**src/rtl/adc_capture_ctrl.sv**
```systemverilog
// adc_capture_ctrl: sequences one two-channel ADC acquisition.
// Arms a trigger on channel 1. Once it fires, a fixed-length record of {ch2, ch1}
// sample pairs is streamed into the capture RAM write port. The record can be
// decimated. Completion, forced-trigger and over-range status are reported.
module adc_capture_ctrl #(
  parameter int DATA_W  = 10,
  parameter int ADDR_W  = 10,
  parameter int TIMEOUT = 1000000
) (
  input  logic                sys_clk,
  input  logic                sys_rst,
  input  logic                start,
  input  logic                abort,
  input  logic [1:0]          trig_mode,
  input  logic [DATA_W-1:0]   trig_level,
  input  logic [7:0]          decim,
  input  logic [DATA_W-1:0]   ad_data_1,
  input  logic                ad_otr_1,
  input  logic [DATA_W-1:0]   ad_data_2,
  input  logic                ad_otr_2,
  output logic                wr_en,
  output logic [ADDR_W-1:0]   wr_addr,
  output logic [2*DATA_W-1:0] wr_data,
  output logic                busy,
  output logic                done,
  output logic                trig_timeout,
  output logic                ovr_1,
  output logic                ovr_2
);

  localparam int                TCNT_W    = 20;
  localparam logic [TCNT_W-1:0] TCNT_LAST = TCNT_W'(TIMEOUT - 1);
  localparam logic [TCNT_W-1:0] TCNT_ONE  = TCNT_W'(1);
  localparam logic [ADDR_W-1:0] ADDR_LAST = '1;
  localparam logic [ADDR_W-1:0] ADDR_ONE  = ADDR_W'(1);

  typedef enum logic [1:0] {
    ST_IDLE,
    ST_ARM,
    ST_CAPTURE,
    ST_DONE
  } state_t;

  state_t state, state_next;

  // Input stage: S1 holds the registered pins, S0 holds the previous ch1 sample.
  logic [DATA_W-1:0] s1_data_1, s1_data_2, s0_data_1;
  logic              s1_otr_1, s1_otr_2;

  // Configuration captured when a start is accepted.
  logic [1:0]        mode_q;
  logic [DATA_W-1:0] level_q;
  logic [7:0]        decim_q;

  logic [TCNT_W-1:0] tcnt;
  logic [7:0]        dcnt;

  logic              accept;
  logic              edge_hit;
  logic              trig_fire;
  logic              trig_forced;
  logic              cap_write;
  logic              last_write;
  logic [ADDR_W-1:0] addr_next;

  // Register the ADC pins once and keep the previous ch1 sample for edge detection.
  always_ff @(posedge sys_clk or posedge sys_rst) begin
    if (sys_rst) begin
      s1_data_1 <= '0;
      s1_data_2 <= '0;
      s1_otr_1  <= 1'b0;
      s1_otr_2  <= 1'b0;
      s0_data_1 <= '0;
    end else begin
      // NOTE: non-blocking assignments so S0 takes the old S1, not the new one.
      s1_data_1 <= ad_data_1;
      s1_data_2 <= ad_data_2;
      s1_otr_1  <= ad_otr_1;
      s1_otr_2  <= ad_otr_2;
      s0_data_1 <= s1_data_1;
    end
  end

  // Trigger condition on the registered ch1 samples; immediate modes fire on the first ARM cycle.
  always_comb begin
    // NOTE: every always_comb output gets a default first, so no path infers a latch.
    edge_hit = 1'b0;
    case (mode_q)
      2'd1:    edge_hit = (s0_data_1 < level_q) && (s1_data_1 >= level_q);
      2'd2:    edge_hit = (s0_data_1 >= level_q) && (s1_data_1 < level_q);
      default: edge_hit = (tcnt == '0);
    endcase
  end

  // Next-state and per-cycle control decisions.
  always_comb begin
    state_next  = state;
    accept      = 1'b0;
    trig_fire   = 1'b0;
    trig_forced = 1'b0;
    cap_write   = 1'b0;
    addr_next   = wr_addr + ADDR_ONE;
    last_write  = (addr_next == ADDR_LAST);
    case (state)
      ST_IDLE: begin
        if (start && !abort) begin
          accept     = 1'b1;
          state_next = ST_ARM;
        end
      end
      ST_ARM: begin
        if (abort) begin
          state_next = ST_IDLE;
        end else if (edge_hit || (tcnt == TCNT_LAST)) begin
          trig_fire   = 1'b1;
          trig_forced = !edge_hit;
          state_next  = ST_CAPTURE;
        end
      end
      ST_CAPTURE: begin
        if (abort) begin
          state_next = ST_IDLE;
        end else if (dcnt == '0) begin
          cap_write = 1'b1;
          if (last_write) state_next = ST_DONE;
        end
      end
      default: state_next = ST_IDLE;
    endcase
  end

  // State register.
  always_ff @(posedge sys_clk or posedge sys_rst) begin
    if (sys_rst) state <= ST_IDLE;
    else         state <= state_next;
  end

  // Counters, configuration latch, registered write port and status outputs.
  always_ff @(posedge sys_clk or posedge sys_rst) begin
    if (sys_rst) begin
      mode_q       <= '0;
      level_q      <= '0;
      decim_q      <= '0;
      tcnt         <= '0;
      dcnt         <= '0;
      wr_en        <= 1'b0;
      wr_addr      <= '0;
      wr_data      <= '0;
      busy         <= 1'b0;
      done         <= 1'b0;
      trig_timeout <= 1'b0;
      ovr_1        <= 1'b0;
      ovr_2        <= 1'b0;
    end else begin
      wr_en <= 1'b0;
      done  <= (state == ST_DONE);
      busy  <= (state_next == ST_ARM) || (state_next == ST_CAPTURE);

      if (accept) begin
        mode_q       <= trig_mode;
        level_q      <= trig_level;
        decim_q      <= decim;
        tcnt         <= '0;
        trig_timeout <= 1'b0;
        ovr_1        <= 1'b0;
        ovr_2        <= 1'b0;
      end else if (state == ST_ARM) begin
        tcnt <= tcnt + TCNT_ONE;
      end

      if (trig_fire || cap_write) begin
        wr_en   <= 1'b1;
        wr_addr <= trig_fire ? '0 : addr_next;
        wr_data <= {s1_data_2, s1_data_1};
        dcnt    <= decim_q;
        if (s1_otr_1) ovr_1 <= 1'b1;
        if (s1_otr_2) ovr_2 <= 1'b1;
      end else if (state == ST_CAPTURE) begin
        dcnt <= dcnt - 8'd1;
      end

      if (trig_forced) trig_timeout <= 1'b1;
    end
  end

endmodule

```
**config.mk**
```make
export PLATFORM = sky130hd
export DESIGN_NAME = adc_capture_ctrl
export DESIGN_NICKNAME = d
export VERILOG_FILES = /design/src/rtl/adc_capture_ctrl.sv
export SDC_FILE = /design/constraint.sdc
export NUM_CORES = 1
export LEC_CHECK = 0
export CORE_ASPECT_RATIO = 1.25
export CORE_UTILIZATION = 45
export CTS_BUF_LIST = sky130_fd_sc_hd__clkbuf_2 sky130_fd_sc_hd__clkbuf_4 sky130_fd_sc_hd__clkbuf_8
export DETAILED_ROUTE_END_ITERATION = 16
export GPL_ROUTABILITY_DRIVEN = 0
export GPL_TIMING_DRIVEN = 0
export PLACE_DENSITY = 0.71
export RECOVER_POWER = 50
export SYNTH_ARGS = -nofsm -noshare
export SYNTH_HDL_FRONTEND = slang
export SYNTH_SLANG_ARGS = --single-unit
```
**constraint.sdc**
```tcl
create_clock -name sys_clk -period 4.3 [get_ports sys_clk]
set_input_delay 0.86 -clock sys_clk [delete_from_list [all_inputs] [get_ports sys_clk]]
set_output_delay 0.86 -clock sys_clk [all_outputs]
set_load 0.005 [all_outputs]
```
==> summary.txt <==
Global route
  • Initial antenna violation count: 0
  • Tot GR Track Use: 0.193
  • Gr ovfl total: 0
  • Pin count of the biggest net entering global routing: 76
  • First-pass GRT wire length: 17900 um
  • Vias in the first global route: a little under 4000

Cells and area
  • Most common cell after layout, fill and taps aside: dfrtp_1
  • Most frequent cells in the layout: 118 x dfrtp_1, 68 x nand2_1, 57 x clkdlybuf4s50_1
  • Area growth from synthesis to layout: 27.8%
  • Ant. Diodes: 0
  • Share of cells above drive strength 1: 0.122
  • Post-layout net count: 640

Placement
  • Setup WS pre-CTS: 1240 ps
  • Buffers on Ports: 80
  • HPWL Detailed: 7590 um

Hold path
  • Hold Path Class: reg2reg

Worst setup path
  • Critical Path AT: 3350 ps
  • CP Max Fanout: 10
  • Worst Path Required: 4600 ps
  • Crit end category: register
  • Type of origin of the critical path: register
  • Setup Crit Path Kind: reg2reg

Routing
  • DR WL/cell: 14.8 um
  • Total wire length: ~11000 um
  • Vias post-DR: 3755
  • Post-route ant nets: 0
  • Post-DR vias/cell: 5.25
  • DRC: 0
  • Drt first pass iters: 6
  • Drt first-iter violations: around 180

Synthesis
  • Avg Inst Size Synth: 11.2 sq um
  • Ys flop type: dfrtp_1
  • Ys Warns: 0
  • Seq/Total Area, Yosys: 0.564
  • Synthesized area: ~5200 sq um
  • Post-synth EDFFs: 0
  • #FFs+latches synth: 118
  • Async S/R FF share, synth: 1.00
  • Synth cell types: 55
  • Gate Count Post-Synth: about 470
  • Net Count, Synth: between 500 and 600

Run status
  • Failing checks: capacitance limit, slew limit
  • Status: complete, but fails checks

Clock tree
  • Clk_lat worst skew: 430 ps
  • Clock Tree Root: clkbuf_8
  • # hold bufs at CTS: 0
  • CTS resizes: 0
  • H-tree Lvls: 4
  • Clk sink count: 118
  • CTS tree: built
  • Setup bufs post-CTS: 0
  • CTS clk-pin slew, worst paths: 70 ps
  • CTS Buf Count: 17
  • Max Buffers Root-to-Sink: 2

Die
  • I/O pins: 82
  • Die span in y: 123 um
  • Die X: around 100 um
  • Initial Util: 0.468
  • Total die area: 12100 sq um
  • Core area: 11200 sq um
  • Cell Rows: 43

STA
  • Final hold vios: 0
  • Final Critical Period: 3040 ps
  • Final TNS setup: 0 ps
  • Period utilisation layout: 0.707
  • RSZ-0062 raised after global routing: no
  • Slew @ Worst Pin: approximately 2000 ps
  • Final setup viols: 0
  • Skew final: 9.96 ps
  • FMAX: 329 MHz
  • Slew headroom: -0.322
  • Fin Hold WS: approximately 380 ps
  • Setup WS post-layout: 1260 ps
  • Max Transition Viols Final: 44

Power and ir drop
  • PD cells: 586 nW/um^2
  • Pleak: 3.05 nW
  • Overall power: around 4 mW
  • Max IR drop VDD: around 370 uV

Flow run
  • Max-Cap Viols: 1
path summary, 6_finish.rpt:
check                              from            to  slack, ps  depth (start not counted)
max in group asynchronous       sys_rst    wr_data[4]       1870                          3
min in group asynchronous       sys_rst   wr_data[17]       1400                          2
max reg2reg                  level_q[9]    wr_data[5]       1260                         10
min reg2reg                s1_data_1[0]  s0_data_1[0]        380                          0
min                        s1_data_1[0]  s0_data_1[0]        380                          0
max                          level_q[9]    wr_data[5]       1260                         10
cells in the mapped netlist (all sizes together), types with 2 or more instances:
library cell | count | share of area
clkbuf | 7 | 0.0050
nor4 | 5 | 0.0088
nand2 | 68 | 0.049
mux2i | 8 | 0.015
and4 | 3 | 0.0050
mux2 | 26 | 0.056
nand3 | 22 | 0.021
a211o | 2 | 0.0033
nor2 | 22 | 0.016
inv | 30 | 0.022
or3 | 3 | 0.0036
xnor2 | 6 | 0.010
ha | 27 | 0.065
o211ai | 4 | 0.0057
nand2b | 2 | 0.0038
nor4b | 3 | 0.0050
o22ai | 2 | 0.0024
o31ai | 4 | 0.0057
nor2b | 5 | 0.0060
or4b | 2 | 0.0038
nor3 | 5 | 0.0048
and3 | 4 | 0.0048
o21ai | 29 | 0.028
and2 | 5 | 0.0060
dfrtp | 118 | 0.56
xor2 | 9 | 0.015
or4 | 4 | 0.0065
nand4 | 9 | 0.011
buf | 6 | 0.0072
a21oi | 11 | 0.012
sequential cells by signal, indices dropped and copies added (netlist names), 8 cells and up:
name       cells
decim_q        8
s1_data_1     10
wr_data       20
s1_data_2     10
wr_addr       10
dcnt           8
s0_data_1     10
tcnt          20
level_q       10
cell type report:
| class | instances | area, sq um |
|---|---|---|
| fillers | 959 | 4500 |
| flip-flops and latches | 118 | 2950 |
| multi-input cells | 306 | 2110 |
| repair buffers | 81 | 828 |
| clock buffers | 24 | 305 |
| well taps | 135 | 169 |
| clock inverters | 8 | 145 |
| inverters | 30 | 114 |
| plain buffers | 13 | 63.8 |
per-stage QoR:
step | instances | util | instance area [sq um]
after global routing | 715 | 0.598 | 6690
after detailed placement | 683 | 0.558 | 6240
after global placement | 682 | 0.554 | 6200
after floorplan | 467 | - | 5240
final | 715 | 0.598 | 6690
after CTS | 715 | 0.598 | 6690
where the power goes:
group,leakage (nW),internal [mW],switching (mW)
Sequential,1.49,1.40,0.190
Clock,0.227,0.702,0.422
Combinational,1.33,0.632,0.575
Total,3.05,2.73,1.19
worst max-delay path, stage by stage, from the launching register on:
cell	delay (ps)
dfrtp_1	370
inv_1	100
ha_1	260
a21oi_1	150
o21ai_0	100
a31o_2	230
o311ai_0	520
o221ai_2	230
a21oi_2	290
buf_2	330
mux2_1	350
per-layer routing:
layer	vias up	GRT usage	wire length (um)
li1	1821	-	-
met1	1810	0.214	4350
met2	98	0.338	5380
met3	26	0.0518	582
met4	0	0.105	274
met5	-	0	0
cells by family (layout without fill, tap and decap cells):
kind of cell             after synthesis  after routing  synth area share
buffers and inverters                 43            156            0.0337
AO/OA/AOI/OAI                         64             64            0.0803
multiplexers                          34             34            0.0712
XOR/XNOR                              15             15            0.0251
adder cells (fa/ha/maj)               27             27            0.0645
flip-flops                           118            118             0.564
AND/OR/NAND/NOR                      166            166             0.161
Note: power is estimated with default switching activity, not from simulation.
